## src/rtl/uart_rx_fifo.sv

```systemverilog
// Receive-side FWFT buffer: captures UART bytes with their parity/frame flags
// and presents them through valid/ready, reporting occupancy and lost bytes.
module uart_rx_fifo #(
    parameter int DEPTH     = 16,
    parameter int AFULL_LVL = 12
) (
    input  logic                     clk,
    input  logic                     rst,
    input  logic                     clr,
    input  logic                     drop_err_en,
    input  logic                     in_valid,
    input  logic [7:0]               in_data,
    input  logic                     in_parity_error,
    input  logic                     in_frame_error,
    output logic                     out_valid,
    input  logic                     out_ready,
    output logic [7:0]               out_data,
    output logic                     out_parity_error,
    output logic                     out_frame_error,
    output logic [$clog2(DEPTH):0]   level,
    output logic                     empty,
    output logic                     full,
    output logic                     almost_full,
    output logic                     overflow,
    input  logic                     overflow_clr,
    output logic [7:0]               drop_cnt
);
    localparam int AW = $clog2(DEPTH);
    localparam int PW = AW + 1;
    localparam logic [PW-1:0] AFULL_THR = PW'(AFULL_LVL);

    logic [9:0]    mem [DEPTH];
    logic [PW-1:0] wr_ptr_reg, rd_ptr_reg, level_reg;
    logic [PW-1:0] wr_ptr_next, rd_ptr_next, level_next;
    logic          empty_reg, full_reg, almost_full_reg, overflow_reg;
    logic [7:0]    drop_cnt_reg;
    logic [9:0]    head;
    logic          push_req, pop, push_acc, ovf_evt;

    // Errored bytes are filtered before they ever count as a push request.
    assign push_req = in_valid && !(drop_err_en && (in_parity_error || in_frame_error));
    assign pop      = !empty_reg && out_ready;
    assign push_acc = push_req && (!full_reg || pop);
    assign ovf_evt  = push_req && full_reg && !pop;

    assign head = mem[rd_ptr_reg[AW-1:0]];
    assign {out_frame_error, out_parity_error, out_data} = empty_reg ? 10'd0 : head;

    assign out_valid   = !empty_reg;
    assign level       = level_reg;
    assign empty       = empty_reg;
    assign full        = full_reg;
    assign almost_full = almost_full_reg;
    assign overflow    = overflow_reg;
    assign drop_cnt    = drop_cnt_reg;

    always_comb begin
        wr_ptr_next = wr_ptr_reg + {{AW{1'b0}}, push_acc};
        rd_ptr_next = rd_ptr_reg + {{AW{1'b0}}, pop};
        level_next  = level_reg + {{AW{1'b0}}, push_acc} - {{AW{1'b0}}, pop};
    end

    always_ff @(posedge clk) begin
        if (push_acc && !clr)
            mem[wr_ptr_reg[AW-1:0]] <= {in_frame_error, in_parity_error, in_data};
    end

    always_ff @(posedge clk or posedge rst) begin
        if (rst) begin
            wr_ptr_reg      <= '0;
            rd_ptr_reg      <= '0;
            level_reg       <= '0;
            empty_reg       <= 1'b1;
            full_reg        <= 1'b0;
            almost_full_reg <= 1'b0;
            overflow_reg    <= 1'b0;
            drop_cnt_reg    <= 8'd0;
        end else if (clr) begin
            wr_ptr_reg      <= '0;
            rd_ptr_reg      <= '0;
            level_reg       <= '0;
            empty_reg       <= 1'b1;
            full_reg        <= 1'b0;
            almost_full_reg <= 1'b0;
            overflow_reg    <= 1'b0;
            drop_cnt_reg    <= 8'd0;
        end else begin
            wr_ptr_reg      <= wr_ptr_next;
            rd_ptr_reg      <= rd_ptr_next;
            level_reg       <= level_next;
            empty_reg       <= (wr_ptr_next == rd_ptr_next);
            full_reg        <= (wr_ptr_next[AW] != rd_ptr_next[AW]) &&
                               (wr_ptr_next[AW-1:0] == rd_ptr_next[AW-1:0]);
            almost_full_reg <= (level_next >= AFULL_THR);
            // A new loss in the clearing cycle restarts the count at one.
            if (ovf_evt) begin
                overflow_reg <= 1'b1;
                drop_cnt_reg <= overflow_clr ? 8'd1 :
                                (drop_cnt_reg == 8'hFF) ? 8'hFF : drop_cnt_reg + 8'd1;
            end else if (overflow_clr) begin
                overflow_reg <= 1'b0;
                drop_cnt_reg <= 8'd0;
            end
        end
    end
endmodule

```

## config.mk

```make
export PLATFORM = sky130hd
export DESIGN_NAME = uart_rx_fifo
export DESIGN_NICKNAME = d
export VERILOG_FILES = /design/src/rtl/uart_rx_fifo.sv
export SDC_FILE = /design/constraint.sdc
export NUM_CORES = 1
export LEC_CHECK = 0
export CORE_MARGIN = 1
export CORE_UTILIZATION = 40
export DETAILED_ROUTE_END_ITERATION = 10
export GPL_TIMING_DRIVEN = 0
export HOLD_SLACK_MARGIN = 0.08
export PLACE_DENSITY = 0.6
export SYNTH_ARGS = -nofsm -noshare
export SYNTH_HDL_FRONTEND = slang
export SYNTH_SLANG_ARGS = --single-unit
```

## constraint.sdc

```tcl
create_clock -name clk -period 3.08 [get_ports clk]
set_clock_uncertainty 0.2 [all_clocks]
set_input_delay 0.616 -clock clk [delete_from_list [all_inputs] [get_ports clk]]
set_output_delay 0.616 -clock clk [all_outputs]
set_load 0.03 [all_outputs]
```

Yosys cells after proc, flatten, opt, wreduce, memory -nomap -nowiden
Memory sizes are Yosys's and may differ from the RTL's.
Cells that the tools add are included.
{"block": "word_totals", "mem_count": 1, "regBits": 27, "input_bits": 17, "ram_bits": 160, "word_cells": 52, "output_inout_bits": 28}
{"block": "classes", "eq_ne": 4, "addsub": 5, "magnitude_cmp": 1, "muxes": 17, "n_reduce_logical": 16}
{"name": "mem", "depth": 16, "word_bits": 10, "read_ports": 1, "rd_ports_with_merged_regs": 0, "wr": 1, "line_no": "32", "source": "logic [9:0] mem [DEPTH];"}
{"operator": "8-bit two-way mux", "count": 5}
{"operator": "5-bit by 1-bit adder with 5-bit output", "count": 3}
{"operator": "5-bit two-way mux", "count": 3}
{"operator": "10-bit two-way mux", "count": 1}
{"operator": "8-bit by 1-bit adder with 8-bit output, second input constant", "count": 1}
{"operator": "8-bit equality test, second input constant", "count": 1}
{"operator": "1-bit logical AND", "count": 8}
{"operator": "1-bit two-way mux", "count": 8}
{"operator": "5-bit equality test", "count": 1}
{"operator": "5-bit by 4-bit >= comparator with 1-bit output, second input constant", "count": 1}
{"operator": "1-bit logical NOT", "count": 5}
{"operator": "5-bit by 1-bit subtractor with 5-bit output", "count": 1}
{"operator": "4-bit equality test", "count": 1}
{"operator": "3-bit nonzero test", "count": 1}
{"operator": "1-bit logical OR", "count": 2}
{"operator": "1-bit != test", "count": 1}

Depth between registers and ports, before layout
Gate-level depths: netlist (run 1).
{"block": "depth", "depth_word": 9, "depth_mapped": 11, "depth_no_buf": 11}

Worst setup path before layout (run 1)
No wires, ideal clock.
{"block": "synth_path", "path_type": "input to register", "from": "in in_frame_error", "to": "reg almost_full_reg, in the netlist almost_full", "path_slack_ns": 0.253, "required_ns": 2.742, "setup_time_ns": 0.138, "t_arrival_ns": 2.489, "cell_stages": 10, "n_path_buf": 0, "cell_sequence": "o21ai_0 o211ai_1 ha_1 inv_1 ha_1 fa_1 a21o_1 a21oi_1 xnor2_1 o22ai_1"}
{"block": "synth_between", "elab_chain_cells": 9}
{"element": "start, declared", "line_no": "14", "source": "input logic in_frame_error,"}
{"element": "1-bit logical OR", "line_no": "41", "source": "assign push_req = in_valid && !(drop_err_en && (in_parity_error || in_frame_error));"}
{"element": "1-bit logical AND", "line_no": "41"}
{"element": "1-bit logical NOT", "line_no": "41"}
{"element": "1-bit logical AND", "line_no": "41"}
{"element": "1-bit logical AND", "line_no": "43", "source": "assign push_acc = push_req && (!full_reg || pop);"}
{"element": "5-bit by 1-bit adder with 5-bit output", "line_no": "60", "source": "level_next = level_reg + {{AW{1'b0}}, push_acc} - {{AW{1'b0}}, pop};"}
{"element": "5-bit by 1-bit subtractor with 5-bit output", "line_no": "60"}
{"element": "5-bit by 4-bit >= comparator with 1-bit output", "line_no": "94", "source": "almost_full_reg <= (level_next >= AFULL_THR);"}
{"element": "1-bit two-way mux", "line_no": "78", "source": "end else if (clr) begin"}
{"element": "end signal, assigned", "line_no": "94"}
{"element": "end, declared", "line_no": "35", "source": "logic empty_reg, full_reg, almost_full_reg, overflow_reg;"}
No other way between the ends.
A chain may end at the register's enable or synchronous reset.

Final worst setup path (run 1)
{"block": "layout_path", "from": "reg rd_ptr_reg[0]", "to": "out out_data[7]"}
{"block": "layout_between", "elab_chain_cells": 2}
{"element": "start, declared", "line_no": "33", "source": "logic [PW-1:0] wr_ptr_reg, rd_ptr_reg, level_reg;"}
{"element": "start signal, assigned", "line_no": "89", "source": "rd_ptr_reg <= rd_ptr_next;"}
{"element": "memory 16 x 10 bit"}
{"element": "10-bit two-way mux", "line_no": "47", "source": "assign {out_frame_error, out_parity_error, out_data} = empty_reg ? 10'd0 : head;"}
{"element": "end, declared", "line_no": "17", "source": "output logic [7:0] out_data,"}
No other way between the ends.

==> reports/results.txt, run 1 <==
part of the power in combinational logic = 15.0%
Pwr per Cell Area = 643.1 nW/µm²
largest family of logic cells by synthesized area = multiplexers
Worst-Margin Slew = 1.076 ns
n_diodes = 0
Placer Congestion = 0.7946
Largest stage delay, worst path = 0.54 ns
area leader, netlist = edfxtp_1
r2r startpoint = empty$_DFF_PP1_
worst skew pair latency = 0.42 ns
DRC Markers = 0
Avg Cell Area, Syn = 18.50 µm²
delay-heaviest family, CP = buffers and inverters
Slew HR = 28.18%
R2R setup slack = 0.22 ns
CP required = 2.26 ns
worst-path maximum fanout = 6
hold endpoint = wr_ptr_reg[4]$_DFF_PP0_
Buf+Inv Stages, Crit Path = 3
clk buf depth = 2
Worst Hold Launch = wr_ptr_reg[4]$_DFF_PP0_
Hold Path Cell Cnt = 2
Commonest cells post-synth = edfxtp_1 (160), mux4_2 (27), dfrtp_1 (26), nor2_1 (26), a22oi_1 (20)
R2R Path End = almost_full$_DFF_PP0_
vias in the first global route = 4048
hold-fix buffers at CTS = 0
R2R depth = 11
xor/xnor share of the synthesized area = 1.732%
total gr overflow = 0
Tot Pwr = 5.827 mW
post-synth top area share = 63.33%
Root Buffer = clkbuf_16
post-synthesis async set-or-reset flop share = 14.44%
adder-cell share of the synthesized area = 1.913%
top area cells in the synthesized netlist = edfxtp_1 (63%), dfrtp_1 (8.6%), mux4_2 (8.0%)
Sw Ratio = 24.38%
Int Power = 4.406 mW
fin area = 9060 µm²
area delta synth->final = 19.43%
cells after synthesis = 410
peak supply drop = 0.4079 mV
Die Y = 139.7 µm
CP arrival = 2.23 ns
global-route wire length before repair = 23650 µm
CTS Sinks = 187
Clock Power Share = 36.3%
Final Max Tran Viols = 0
Flop pwr share = 48.7%
TritonRoute pass-1 iters = 4
RSZ-0062 raised after global routing = true
Core Area = 18270 µm²
cell with the most instances after synthesis = edfxtp_1
Post-Syn Nets = 438
fmax = 328.2 MHz
DR WL/cell = 21.80 µm
max reg flops = 160
Num CTS Buffers = 17
CTS tree = yes
initial antenna violation count = 0
EDFF count, synth = 160
Synth cell types = 38
final period utilization = 98.94%
Leakage = 3.021 nW
Initial Util = 41.52%
IO Port Bufs = 44
Final setup viols = 0
total wire length = 15630 µm
worst path cell trace = buf_8 > clkbuf_16 > mux4_2 > a22oi_2 > a21oi_1 > buf_4
nets = 504
placed standard-cell area = 8333 µm²
Netlist Area Pre-Place = 7586 µm²
Main synth FF type = edfxtp_1
post-route antenna net violation count = 0
mux cell area share after synthesis = 12.52%
Critical-path top delay cell = mux4_2
Final Hold Slack = 0.3448 ns
DR vias/cell = 5.414
H-tree depth = 4
DP Wirelength = 9851 µm
CTS clk-pin slew, worst paths = 0.07 ns
crit path kind = register to output pin
Die Width = 139.7 µm
# rows = 49
num ports = 45
initial DRC count = 296
Hold Violations, Final = 0
nature of the critical path endpoint = output pin
share of layout cells above drive strength 1 = 27.05%
die footprint = 19520 µm²
Final min period = 3.047 ns
Total GRT Usage = 16.87%
sequential share of the synthesized area = 72.26%
MaxCap Viol Count = 0
Switch Pwr = 1.420 mW
Compound-Gate Fraction of Synth Area = 4.569%
Synth Area in Simple Gates = 4.833%
synth warn = 0
routed vias = 3882
status = finished clean
Critical Path Start Type = register
FF+latch count, synth = 187
number of fill cells in the layout = 1512
type of the most critical hold path = register to register
pin count of the biggest net entering global routing = 28
how the worst max path moves through the flow:
| stage | from | end | slack (ns) | cells after the start |
|---|---|---|---|---|
| final | rd_ptr_reg[0]$_DFF_PP0_ | out_data[7] | 0.03 | 6 |
| after global routing | out_ready | mem[8][0]$_DFFE_PP_ | -0.05 | 8 |
| after CTS | rd_ptr_reg[0]$_DFF_PP0_ | out_data[1] | -0.03 | 6 |
| after detailed placement | in_frame_error | almost_full$_DFF_PP0_ | -1.13 | 11 |
| after global placement | in_parity_error | mem[0][4]$_DFFE_PP_ | -1.37 | 6 |
| after floorplan | in_frame_error | almost_full$_DFF_PP0_ | 0.25 | 10 |
power groups by stage:
stage,Sequential (mW),Combinational [mW],Clock (mW)
2_1_floorplan,2.94,0.480,0
3_3_place_gp,2.89,0.795,0
3_5_place_dp,2.89,0.811,0
4_1_cts,2.84,0.815,2.16
5_1_grt,2.84,0.948,2.26
6_report,2.84,0.875,2.11
repair_timing:
action,4_1_cts,5_1_grt
gates resized for setup,89,38
cloned,0,2
buffers inserted,0,2
endpoints found under the setup margin,177,96
pin swaps,7,11
metal layers:
layer,GRT usage (%),wire length [µm]
met5,0,0
met4,5.726,190
met3,3.304,613
met2,26.76,7473
met1,23.36,7351
worst min-delay path: stages (launching register included):
cell     delay (ns)
dfrtp_1        0.34
xor2_1         0.09
nor2_1         0.08
stage by stage:
step           setup slack [ns]  utilization [%]  setup TNS, ns  std cells
3_5_place_dp             -1.129            45.61        -164.17        683
5_1_grt                -0.04792            49.59         -1.873        717
4_1_cts                -0.02733            48.69       -0.06105        713
2_1_floorplan            0.2531                -              0        410
6_report                0.03275            49.59              0        717
3_3_place_gp             -1.374            45.50        -162.38        683
area by class of cell:
cell class / instances / area, µm² / share of cell area [%]
buffer: 18 / 156.4 / 1.726
clock buffer: 18 / 429.2 / 4.737
clock inverter: 13 / 141.4 / 1.561
inverter: 13 / 48.80 / 0.5386
multi-input combinational: 191 / 2027 / 22.37
sequential: 187 / 5482 / 60.50
tap: 229 / 286.5 / 3.163
timing repair buffer: 48 / 489.2 / 5.400
cell usage in the layout (no fill, tap or decap), types with 4 or more instances in the layout:
cell / count
edfxtp_1: 160
mux4_2: 40
clkdlybuf4s50_1: 32
dfrtp_1: 26
nor2_1: 22
clkbuf_16: 19
a22oi_2: 16
a21oi_1: 15
inv_1: 13
xnor2_1: 10
ha_1: 10
nor2b_1: 9
buf_2: 8
nand3_1: 8
buf_4: 7
nand2b_1: 5
nand4_1: 5
xor2_1: 5
nand2_1: 4
nor2_2: 4
a21oi_2: 4
a22oi_1: 4
nor3_2: 4
clkinvlp_4: 4
kinds of logic (layout without fill, tap and decap cells):
group                    count (synthesis)  after routing
buffers and inverters                   32            110
AND/OR/NAND/NOR                         73             73
adder cells (fa/ha/maj)                 11             11
AO/OA/AOI/OAI                           52             52
multiplexers                            40             40
flip-flops                             187            187
XOR/XNOR                                15             15
Note: power is estimated with default switching activity, not from simulation.
==> run 2, diff against run 1 <==
- CORE_UTILIZATION: 40 -> 59
- PLACE_DENSITY: 0.6 -> 0.82
==> reports/results.txt, run 2 (synthesis gave the netlist of run 1 again) <==
n_diodes = 0 (unchanged)
MaxCap Viol Count = 0 (unchanged)
crit path kind = register to output pin
Placer Congestion = 0.7946 (unchanged)
pin count of the biggest net entering global routing = 28 (unchanged)
fin area = 8934 µm² (-1.4%)
final period utilization = 99.74% (+0.81 points)
Final Hold Slack = 0.3487 ns (+0.003896 ns)
nature of the critical path endpoint = output pin
DR vias/cell = 6.222 (+15%)
TritonRoute pass-1 iters = 5 (+1)
worst skew pair latency = 0.43 ns (about the same)
Critical Path Start Type = register
worst-path maximum fanout = 6 (unchanged)
Core Area = 12570 µm² (-31%)
vias in the first global route = 4067 (+0.47%)
type of the most critical hold path = register to register
R2R depth = 11 (unchanged)
area delta synth->final = 17.76%
Total GRT Usage = 26.19% (+9.3 points)
Initial Util = 60.36% (+19 points)
DRC Markers = 0 (unchanged)
nets = 504 (unchanged)
total gr overflow = 0 (unchanged)
status = finished clean
Leakage = 3.020 nW (about the same)
num ports = 45 (unchanged)
Non-Filler Instances = 661 (-7.8%)
Die Y = 115.4 µm (-17%)
Pwr per Cell Area = 647.0 nW/µm² (+0.60%)
Fin Setup TNS = 0 ns (unchanged)
CTS clk-pin slew, worst paths = 0.06 ns (about the same)
IO Port Bufs = 44 (unchanged)
worst setup path endpoint = out_data[7]
post-route antenna net violation count = 0 (unchanged)
DR WL/cell = 25.15 µm (+15%)
DP Wirelength = 9668 µm (-1.9%)
CP required = 2.26 ns (about the same)
routed vias = 4113 (+6.0%)
Slew HR = 30.75% (+2.6 points)
initial antenna violation count = 0 (unchanged)
peak supply drop = 0.4322 mV (+6.0%)
Final min period = 3.072 ns (+0.02484 ns)
Final setup viols = 0 (unchanged)
RSZ-0062 raised after global routing = true
CTS Sinks = 187 (unchanged)
placed standard-cell area = 8262 µm² (-0.86%)
max reg flops = 160 (unchanged)
initial DRC count = 415 (+40%)
global-route wire length before repair = 23830 µm (+0.79%)
R2R Path End = almost_full$_DFF_PP0_
clk buf depth = 2 (unchanged)
most frequent cells in the layout = edfxtp_1 (160), mux4_2 (40), clkdlybuf4s50_1 (32)
Hold Violations, Final = 0 (unchanged)
Critical Path Source = rd_ptr_reg[0]$_DFF_PP0_
H-tree depth = 4 (unchanged)
fmax = 325.5 MHz (-0.81%)
Num CTS Buffers = 17 (unchanged)
# rows = 41 (-16%)
share of layout cells above drive strength 1 = 26.38% (-0.67 points)
hold-fix buffers at CTS = 0 (unchanged)
CP arrival = 2.26 ns (+0.03 ns)
Worst-Margin Slew = 1.038 ns (-0.03851 ns)
total wire length = 16620 µm (+6.4%)
Tot Pwr = 5.780 mW (-0.80%)
R2R setup slack = 0.22 ns (about the same)
Die Width = 115.4 µm (-17%)
CTS tree = yes
Final Max Tran Viols = 0 (unchanged)
most common cell after layout, fill and taps aside = edfxtp_1
die footprint = 13310 µm² (-32%)
Placed Cells = 626 (-8.3%)
r2r startpoint = empty$_DFF_PP1_
Root Buffer = clkbuf_16
==> run 2: worst min-delay path by stage <==
stage	endpoint	cells past startpoint	startpoint	slack [ns]
after global placement	drop_cnt[7]$_DFFE_PP0P_	1	drop_cnt[7]$_DFFE_PP0P_	0.32
after detailed placement	drop_cnt[7]$_DFFE_PP0P_	1	drop_cnt[7]$_DFFE_PP0P_	0.34
after global routing	drop_cnt[7]$_DFFE_PP0P_	1	drop_cnt[7]$_DFFE_PP0P_	0.37
after floorplan	wr_ptr_reg[4]$_DFF_PP0_	2	wr_ptr_reg[4]$_DFF_PP0_	0.31
after CTS	drop_cnt[7]$_DFFE_PP0P_	1	drop_cnt[7]$_DFFE_PP0P_	0.35
final	drop_cnt[7]$_DFFE_PP0P_	1	drop_cnt[7]$_DFFE_PP0P_	0.35
==> run 2: power by group <==
part | internal, mW | switching, mW
combinational | 0.399 | 0.472
sequential | 2.80 | 0.0360
clock | 1.18 | 0.892
==> run 2: cell type report <==
type	instances	area, µm²
Buffer	18	143.9
Clock buffer	18	429.2
Clock inverter	14	128.9
Fill cell	785	3635
Inverter	13	48.80
Multi-Input combinational cell	191	2006
Sequential cell	187	5482
Tap cell	172	215.2
Timing Repair Buffer	48	480.5
==> run 2: through the flow <==
step	worst slack, ns	utilization, %
after global placement	-1.241	65.57
after detailed placement	-1.021	65.73
after floorplan	0.2531	-
final	0.007913	71.08
after global routing	-0.05349	71.08
after CTS	-0.0002813	70.26
==> run 2: worst max-delay path: stages, from the launching register on <==
cell	delay [ns]
dfrtp_1	0.37
buf_6	0.18
clkbuf_16	0.18
mux4_2	0.54
a22oi_2	0.22
a21oi_1	0.13
buf_4	0.20
==> run 2: layer usage <==
metal | global-route usage, % | vias up | wire, µm
met3 | 6.484 | 18 | 1143
met1 | 36.36 | 2151 | 6734
met2 | 41.12 | 179 | 8483
met4 | 9.091 | 0 | 263
met5 | 0 | - | 0
li1 | - | 1765 | -
==> run 2: timing repair <==
action,4_1_cts,5_1_grt
cloned,0,2
pin swaps,2,6
setup buffers,2,0
resized for setup,85,30
setup endpoints to repair,177,66
